`src/rtl/alu_op_sequencer.sv`:
```
// Multi-cycle control sequencer for the register-file / A-B-C pipeline-register / ALU datapath.
// Takes one register-level command per valid/ready handshake and emits Moore-decoded datapath strobes.
module alu_op_sequencer #(
    parameter int RA_W = 3
) (
    input  logic            clk,
    input  logic            reset,
    input  logic            cmd_valid,
    output logic            cmd_ready,
    input  logic [2:0]      cmd_op,
    input  logic [RA_W-1:0] cmd_rd,
    input  logic [RA_W-1:0] cmd_rn,
    input  logic [RA_W-1:0] cmd_rm,
    output logic [RA_W-1:0] readnum,
    output logic [RA_W-1:0] writenum,
    output logic            write,
    output logic            loada,
    output logic            loadb,
    output logic            loadc,
    output logic            loads,
    output logic            asel,
    output logic            vsel,
    output logic [1:0]      ALUop,
    output logic            busy,
    output logic            done,
    output logic            err
);

    localparam logic [2:0] OP_MOVI = 3'b000;
    localparam logic [2:0] OP_MOV  = 3'b001;
    localparam logic [2:0] OP_ADD  = 3'b010;
    localparam logic [2:0] OP_CMP  = 3'b011;
    localparam logic [2:0] OP_AND  = 3'b100;
    localparam logic [2:0] OP_MVN  = 3'b101;

    localparam logic [1:0] ALU_ADD  = 2'b00;
    localparam logic [1:0] ALU_SUB  = 2'b01;
    localparam logic [1:0] ALU_AND  = 2'b10;
    localparam logic [1:0] ALU_NOTB = 2'b11;

    typedef enum logic [2:0] {
        S_IDLE = 3'd0,
        S_LA   = 3'd1,
        S_LB   = 3'd2,
        S_EX   = 3'd3,
        S_WB   = 3'd4,
        S_WIMM = 3'd5,
        S_ERR  = 3'd6
    } state_t;

    state_t          state_q, state_d;
    logic [2:0]      op_q, op_d;
    logic [RA_W-1:0] rd_q, rd_d;
    logic [RA_W-1:0] rn_q, rn_d;
    logic [RA_W-1:0] rm_q, rm_d;

    // First state after accept; MOV/MVN only need the B operand so they skip LA.
    function automatic state_t entry_state(input logic [2:0] op);
        case (op)
            OP_MOVI:                 return S_WIMM;
            OP_MOV, OP_MVN:          return S_LB;
            OP_ADD, OP_CMP, OP_AND:  return S_LA;
            default:                 return S_ERR;
        endcase
    endfunction

    always_ff @(posedge clk) begin
        if (reset) begin
            state_q <= S_IDLE;
            op_q    <= '0;
            rd_q    <= '0;
            rn_q    <= '0;
            rm_q    <= '0;
        end else begin
            state_q <= state_d;
            op_q    <= op_d;
            rd_q    <= rd_d;
            rn_q    <= rn_d;
            rm_q    <= rm_d;
        end
    end

    always_comb begin
        state_d   = state_q;
        op_d      = op_q;
        rd_d      = rd_q;
        rn_d      = rn_q;
        rm_d      = rm_q;
        cmd_ready = 1'b0;
        busy      = 1'b1;
        readnum   = '0;
        writenum  = '0;
        write     = 1'b0;
        loada     = 1'b0;
        loadb     = 1'b0;
        loadc     = 1'b0;
        loads     = 1'b0;
        asel      = 1'b0;
        vsel      = 1'b0;
        ALUop     = ALU_ADD;
        done      = 1'b0;
        err       = 1'b0;

        case (state_q)
            S_IDLE: begin
                cmd_ready = 1'b1;
                busy      = 1'b0;
                if (cmd_valid) begin
                    op_d    = cmd_op;
                    rd_d    = cmd_rd;
                    rn_d    = cmd_rn;
                    rm_d    = cmd_rm;
                    state_d = entry_state(cmd_op);
                end
            end
            S_LA: begin
                readnum = rn_q;
                loada   = 1'b1;
                state_d = S_LB;
            end
            S_LB: begin
                readnum = rm_q;
                loadb   = 1'b1;
                state_d = S_EX;
            end
            S_EX: begin
                state_d = S_WB;
                loadc   = 1'b1;
                case (op_q)
                    OP_MOV: begin
                        asel  = 1'b1;
                        ALUop = ALU_ADD;
                    end
                    OP_MVN: ALUop = ALU_NOTB;
                    OP_AND: ALUop = ALU_AND;
                    // CMP only updates status and finishes here without a writeback.
                    OP_CMP: begin
                        ALUop   = ALU_SUB;
                        loadc   = 1'b0;
                        loads   = 1'b1;
                        done    = 1'b1;
                        state_d = S_IDLE;
                    end
                    default: ALUop = ALU_ADD;
                endcase
            end
            S_WB: begin
                writenum = rd_q;
                write    = 1'b1;
                done     = 1'b1;
                state_d  = S_IDLE;
            end
            S_WIMM: begin
                vsel     = 1'b1;
                writenum = rd_q;
                write    = 1'b1;
                done     = 1'b1;
                state_d  = S_IDLE;
            end
            S_ERR: begin
                done    = 1'b1;
                err     = 1'b1;
                state_d = S_IDLE;
            end
            default: begin
                busy    = 1'b0;
                state_d = S_IDLE;
            end
        endcase
    end

endmodule

```
`config.mk`:
```
export PLATFORM = sky130hd
export DESIGN_NAME = alu_op_sequencer
export DESIGN_NICKNAME = d
export VERILOG_FILES = /design/src/rtl/alu_op_sequencer.sv
export SDC_FILE = /design/constraint.sdc
export NUM_CORES = 1
export LEC_CHECK = 0
export ABC_AREA = 1
export CAP_MARGIN = 15
export CORE_ASPECT_RATIO = 1.1
export CORE_MARGIN = 3
export CORE_UTILIZATION = 40
export CTS_CLUSTER_DIAMETER = 60
export DETAILED_ROUTE_END_ITERATION = 10
export GPL_TIMING_DRIVEN = 1
export PLACE_DENSITY = 0.76
export SKIP_LAST_GASP = 1
export SLEW_MARGIN = 20
export SYNTH_ARGS = -nofsm -noshare
export SYNTH_HDL_FRONTEND = slang
export SYNTH_SLANG_ARGS = --single-unit
```
`constraint.sdc`:
```
create_clock -name clk -period 2.66 [get_ports clk]
set_clock_uncertainty 0.1 [all_clocks]
set_input_delay 0.532 -clock clk [delete_from_list [all_inputs] [get_ports clk]]
set_output_delay 0.532 -clock clk [all_outputs]
set_load 0.005 [all_outputs]
```
* Word-level counts from Yosys, hierarchy flattened
Cells that the tools add are included.
** Storage, ports and cells
- Register bits after elaboration :: 15
- Output and inout bits :: 19
** Operators by class
- Equality and inequality tests :: 16
- Muxes and demuxes :: 22
- Reduce and logical (&&, ||, !) cells :: 8
** Operators with widths (count)
- == test 3 bit (second input constant) :: 7
- == test 3 x 2 -> 1 bit (second input constant) :: 5
- 2-to-1 mux 1 bit :: 13
- case mux 3 bit (4 select lines) :: 1
- == test 3 x 1 -> 1 bit (second input constant) :: 3
- 2-to-1 mux 3 bit :: 3
- case mux 3 bit (3 select lines) :: 1
- zero test 3 bit :: 2
- case mux 2 bit (3 select lines) :: 1
- case mux 3 bit (2 select lines) :: 1
- OR reduction 3 bit :: 2
- OR reduction 6 bit :: 1
- OR reduction 2 bit :: 2
- 2-to-1 mux 2 bit :: 1
- inequality test 2 bit (second input constant) :: 1
- case mux 1 bit (2 select lines) :: 1
- AND reduction 2 bit :: 1

* Logic depth before layout (Yosys ltp)
- Depth in word-level cells :: 5
- Depth in mapped cells :: 7
- Gate-level depth less buffers :: 5

* Worst setup path before layout
OpenSTA, ideal clock, no wires.
- Kind :: flip-flop to output port
- Start point :: register state_q[0]
- End point :: output ALUop[0]
- Data arrival time :: 881 ps
- Data required time :: 2028 ps
- Setup slack :: 1147 ps
- Stages on the path, launching flop included :: 5
- Cell sequence :: dfxtp_1 > nand3_2 > nor2_1 > inv_2 > nand2_1
** On the way
- Longest elaborated chain between the ends :: 2
** Ends and longest elaborated chain
- start, declared :: RTL line 51 : state_t state_q, state_d;
- start signal, assigned :: RTL line 75 : state_q <= state_d;
- == test 3 x 2 -> 1 bit :: RTL line 104 : case (state_q)
- 2-to-1 mux 2 bit :: RTL line 104
- end, declared :: RTL line 23 : output logic [1:0] ALUop,
Every way passes these cells.

* Final worst setup path
- Start point :: register state_q[1]
- End point :: output ALUop[0]
Same word-level chain as after synthesis.

==> impl_results.md <==
* DRT Wirelength at 1840 um
* Net Count, Synth at 146
* # setup viols final at 0
* CP startpoint: state_q[1]
* Avg Inst Size Synth at 6.20 um^2
* DP HPWL at 1440 um
* Synth warn at 0
* Grt ovf at 0
* Sequential power share at 44.2%
* Iter 0 DRT Violations at 10
* Total power per unit cell area at 549 nW/um^2
* Internal Power at 0.425 mW
* Worst Path Max Fanout at 8
* Drt drc at 0
* CTS Buf Count at 3
* Worst relative slew slack at 74.0%
* Worst setup EP type: output port
* Fillers at 189
* Initial antenna violation count at 0
* WL per Instance at 9.63 um
* Final WS setup at 0.300 ns
* Post-synthesis cell type count at 18
* Setup TNS at 0 ns
* Die footprint at 2610 um^2
* Final core occ at 63.4%
* Worst Max-Slew Pin Slew at 0.390 ns
* VDD IR max at 0.000321 V
* Max Fclk at 0.424 GHz
* CTS tree: done
* Synthesis-to-layout area growth at 43.8%
* Hold Crit Class: reg -> reg
* Post-CTS Repair Setup Buffers at 0
* Min Tclk post-route at 2.36 ns
* Crit path depth at 5
* Startpoint Class: flop
* Routed vias/inst at 4.47
* Global placer's final weighted congestion at 0.756
* Proportion of layout cells with a drive suffix above 1 at 5.49%
* Via count at 854
* Critical Path AT at 1.73 ns
* Unrepaired setup endpoints after global routing: no
* H-tree lvl count at 1
* CP max stage cell: dfxtp_1
* Pre-antenna DRT Iters at 4
* Antenna cells at 0
* Vias in the first global route at 800
* Clk network pwr share at 20.2%
* R2r endpoint: rn_q[2]
* Fin. max-slew vios at 0
* Site row count at 16
* Nets at 180
* Switch share at 33.7%
* Yosys reg bits at 15
* Die H at 53.3 um
* Max-cap check violation count at 0
* Resized cells post-CTS at 0
* Clock slew at reported path FFs at 0.08 ns
* Clock Latency Late Sink at 0.28 ns
* WS Path Type: reg -> out
* Clock buffer depth at 2
* Reg2reg start: state_q[0]
* Num ports at 34
* Largest net degree at the start of global routing at 25
* Register Area at 300 um^2
* Core area at 1840 um^2
* Slowest cell delay on critical path at 0.51 ns
* Buf/Inv on CP at 2
* Reg2reg setup slack at 1.38 ns
* Buffers on Ports at 33
* Cells after synthesis at 131
* Crit path cell chain: nand3_2, nor2_1, inv_2, nand2_1, clkdlybuf4s50_1
* Total GRT Usage at 15.8%
* Antenna viol nets, final at 0
* Critical path endpoint: ALUop[0]
* Die Wd at 49.0 um
* Post-Syn Area at 812 um^2
* Area of the multi-input gates at 387 um^2
* Worst hold slack at 0.430 ns
* Count of final hold-check violations at 0
* Sw power at 0.216 mW
* Worst-case reg-to-reg path depth at 5
* First-pass GRT wire length at 3140 um
* Initial Util at 44.1%
* Clk root buf: clkbuf_4
* Power share of the combinational group at 35.5%
* CP required at 2.03 ns
* Period utilisation layout at 88.7%
* Setup Slack @ Placement at 0.583 ns
* Leak at 0.564 nW
* # clock sinks at 15
* Status: completed
* Hold buffer count at CTS at 0
* Seq/Total Area, Yosys at 37.0%
* Crit-path leading delay family: buffers and inverters
[power by group through the flow]
| stage | clock, mW | combinational, mW | sequential, mW |
|---|---|---|---|
| finish | 0.130 | 0.228 | 0.284 |
| detailed placement | 0 | 0.229 | 0.289 |
| CTS | 0.134 | 0.231 | 0.283 |
| global route | 0.146 | 0.259 | 0.288 |
| floorplan | 0 | 0.154 | 0.279 |
| global placement | 0 | 0.223 | 0.287 |
[synth_stat cells, drive strengths merged]
cell type | count | area (um^2)
nand2 | 37 | 139
nor2 | 34 | 135
inv | 24 | 90.1
dfxtp | 15 | 300
nand3 | 8 | 57.6
buf | 4 | 35.0
o22ai | 3 | 18.8
a21oi | 2 | 10.0
nor3 | 2 | 15.0
nor4 | 1 | 6.26
o21ai | 1 | 5.00
[worst min-delay path by stage]
| stage | end | depth (start not counted) | slack [ns] | startpoint |
|---|---|---|---|---|
| after floorplan | rm_q[2] | 4 | 0.39 | rm_q[2] |
| after global placement | rn_q[2] | 4 | 0.40 | rn_q[2] |
| after detailed placement | rm_q[1] | 4 | 0.42 | rm_q[1] |
| after CTS | rm_q[1] | 4 | 0.43 | rm_q[1] |
| after global routing | rm_q[1] | 4 | 0.46 | rm_q[1] |
| final | rm_q[1] | 4 | 0.43 | rm_q[1] |
[cells by family (layout without fill, tap and decap cells)]
logic type,after synthesis,count (layout),synth area share (%)
AO/OA/AOI/OAI,6,6,4.16
flip-flops,15,15,37.0
AND/OR/NAND/NOR,82,82,43.5
buffers and inverters,28,61,15.4
[routing by layer]
metal	GRT usage (%)	vias to the layer above	routed length, um
li1	-	460	-
met4	9.48	0	9
met1	18.3	372	848
met3	2.25	2	81
met5	0	-	0
met2	27.8	20	899
[registers in the layout, indices dropped and copies added (netlist names)]
name / count
state_q: 3
rm_q: 3
rd_q: 3
op_q: 3
rn_q: 3
[worst register-to-register path, cell delays in order (launching register included)]
cell and delay, ns:
dfxtp_1 0.39, nor2_4 0.19, nand3_4 0.24, nand2_1 0.13
nand2_1 0.06, nor2_1 0.11
[cell type report]
class | count | area share [%]
multi-input cells | 88 | 33.1
repair buffers | 33 | 28.3
flip-flops and latches | 15 | 25.7
inverters | 24 | 7.72
well taps | 27 | 2.89
clock buffers | 4 | 2.25
[layout by cell type, fill, tap and decap left out]
cell | Yosys | final
a21oi_1 | 2 | 2
clkbuf_1 | 0 | 1
clkbuf_4 | 0 | 3
clkdlybuf4s50_1 | 0 | 33
dfxtp_1 | 15 | 15
inv_1 | 22 | 22
inv_2 | 2 | 2
nand2_1 | 37 | 37
nand3_1 | 6 | 6
nand3_2 | 1 | 1
nand3_4 | 1 | 1
nor2_1 | 33 | 33
nor2_4 | 1 | 1
nor3_1 | 1 | 1
nor3_2 | 1 | 1
nor4_1 | 1 | 1
o21ai_0 | 1 | 1
o22ai_1 | 3 | 3
[stage by stage]
| stage | instance area [um^2] | power, mW | cells |
|---|---|---|---|
| finish | 1170 | 0.641 | 191 |
| global route | 1170 | 0.693 | 191 |
| CTS | 1170 | 0.649 | 191 |
| detailed placement | 1140 | 0.518 | 187 |
| global placement | 1140 | 0.510 | 187 |
| floorplan | 812 | 0.433 | 131 |
Note: power is estimated with default switching activity, not from simulation.
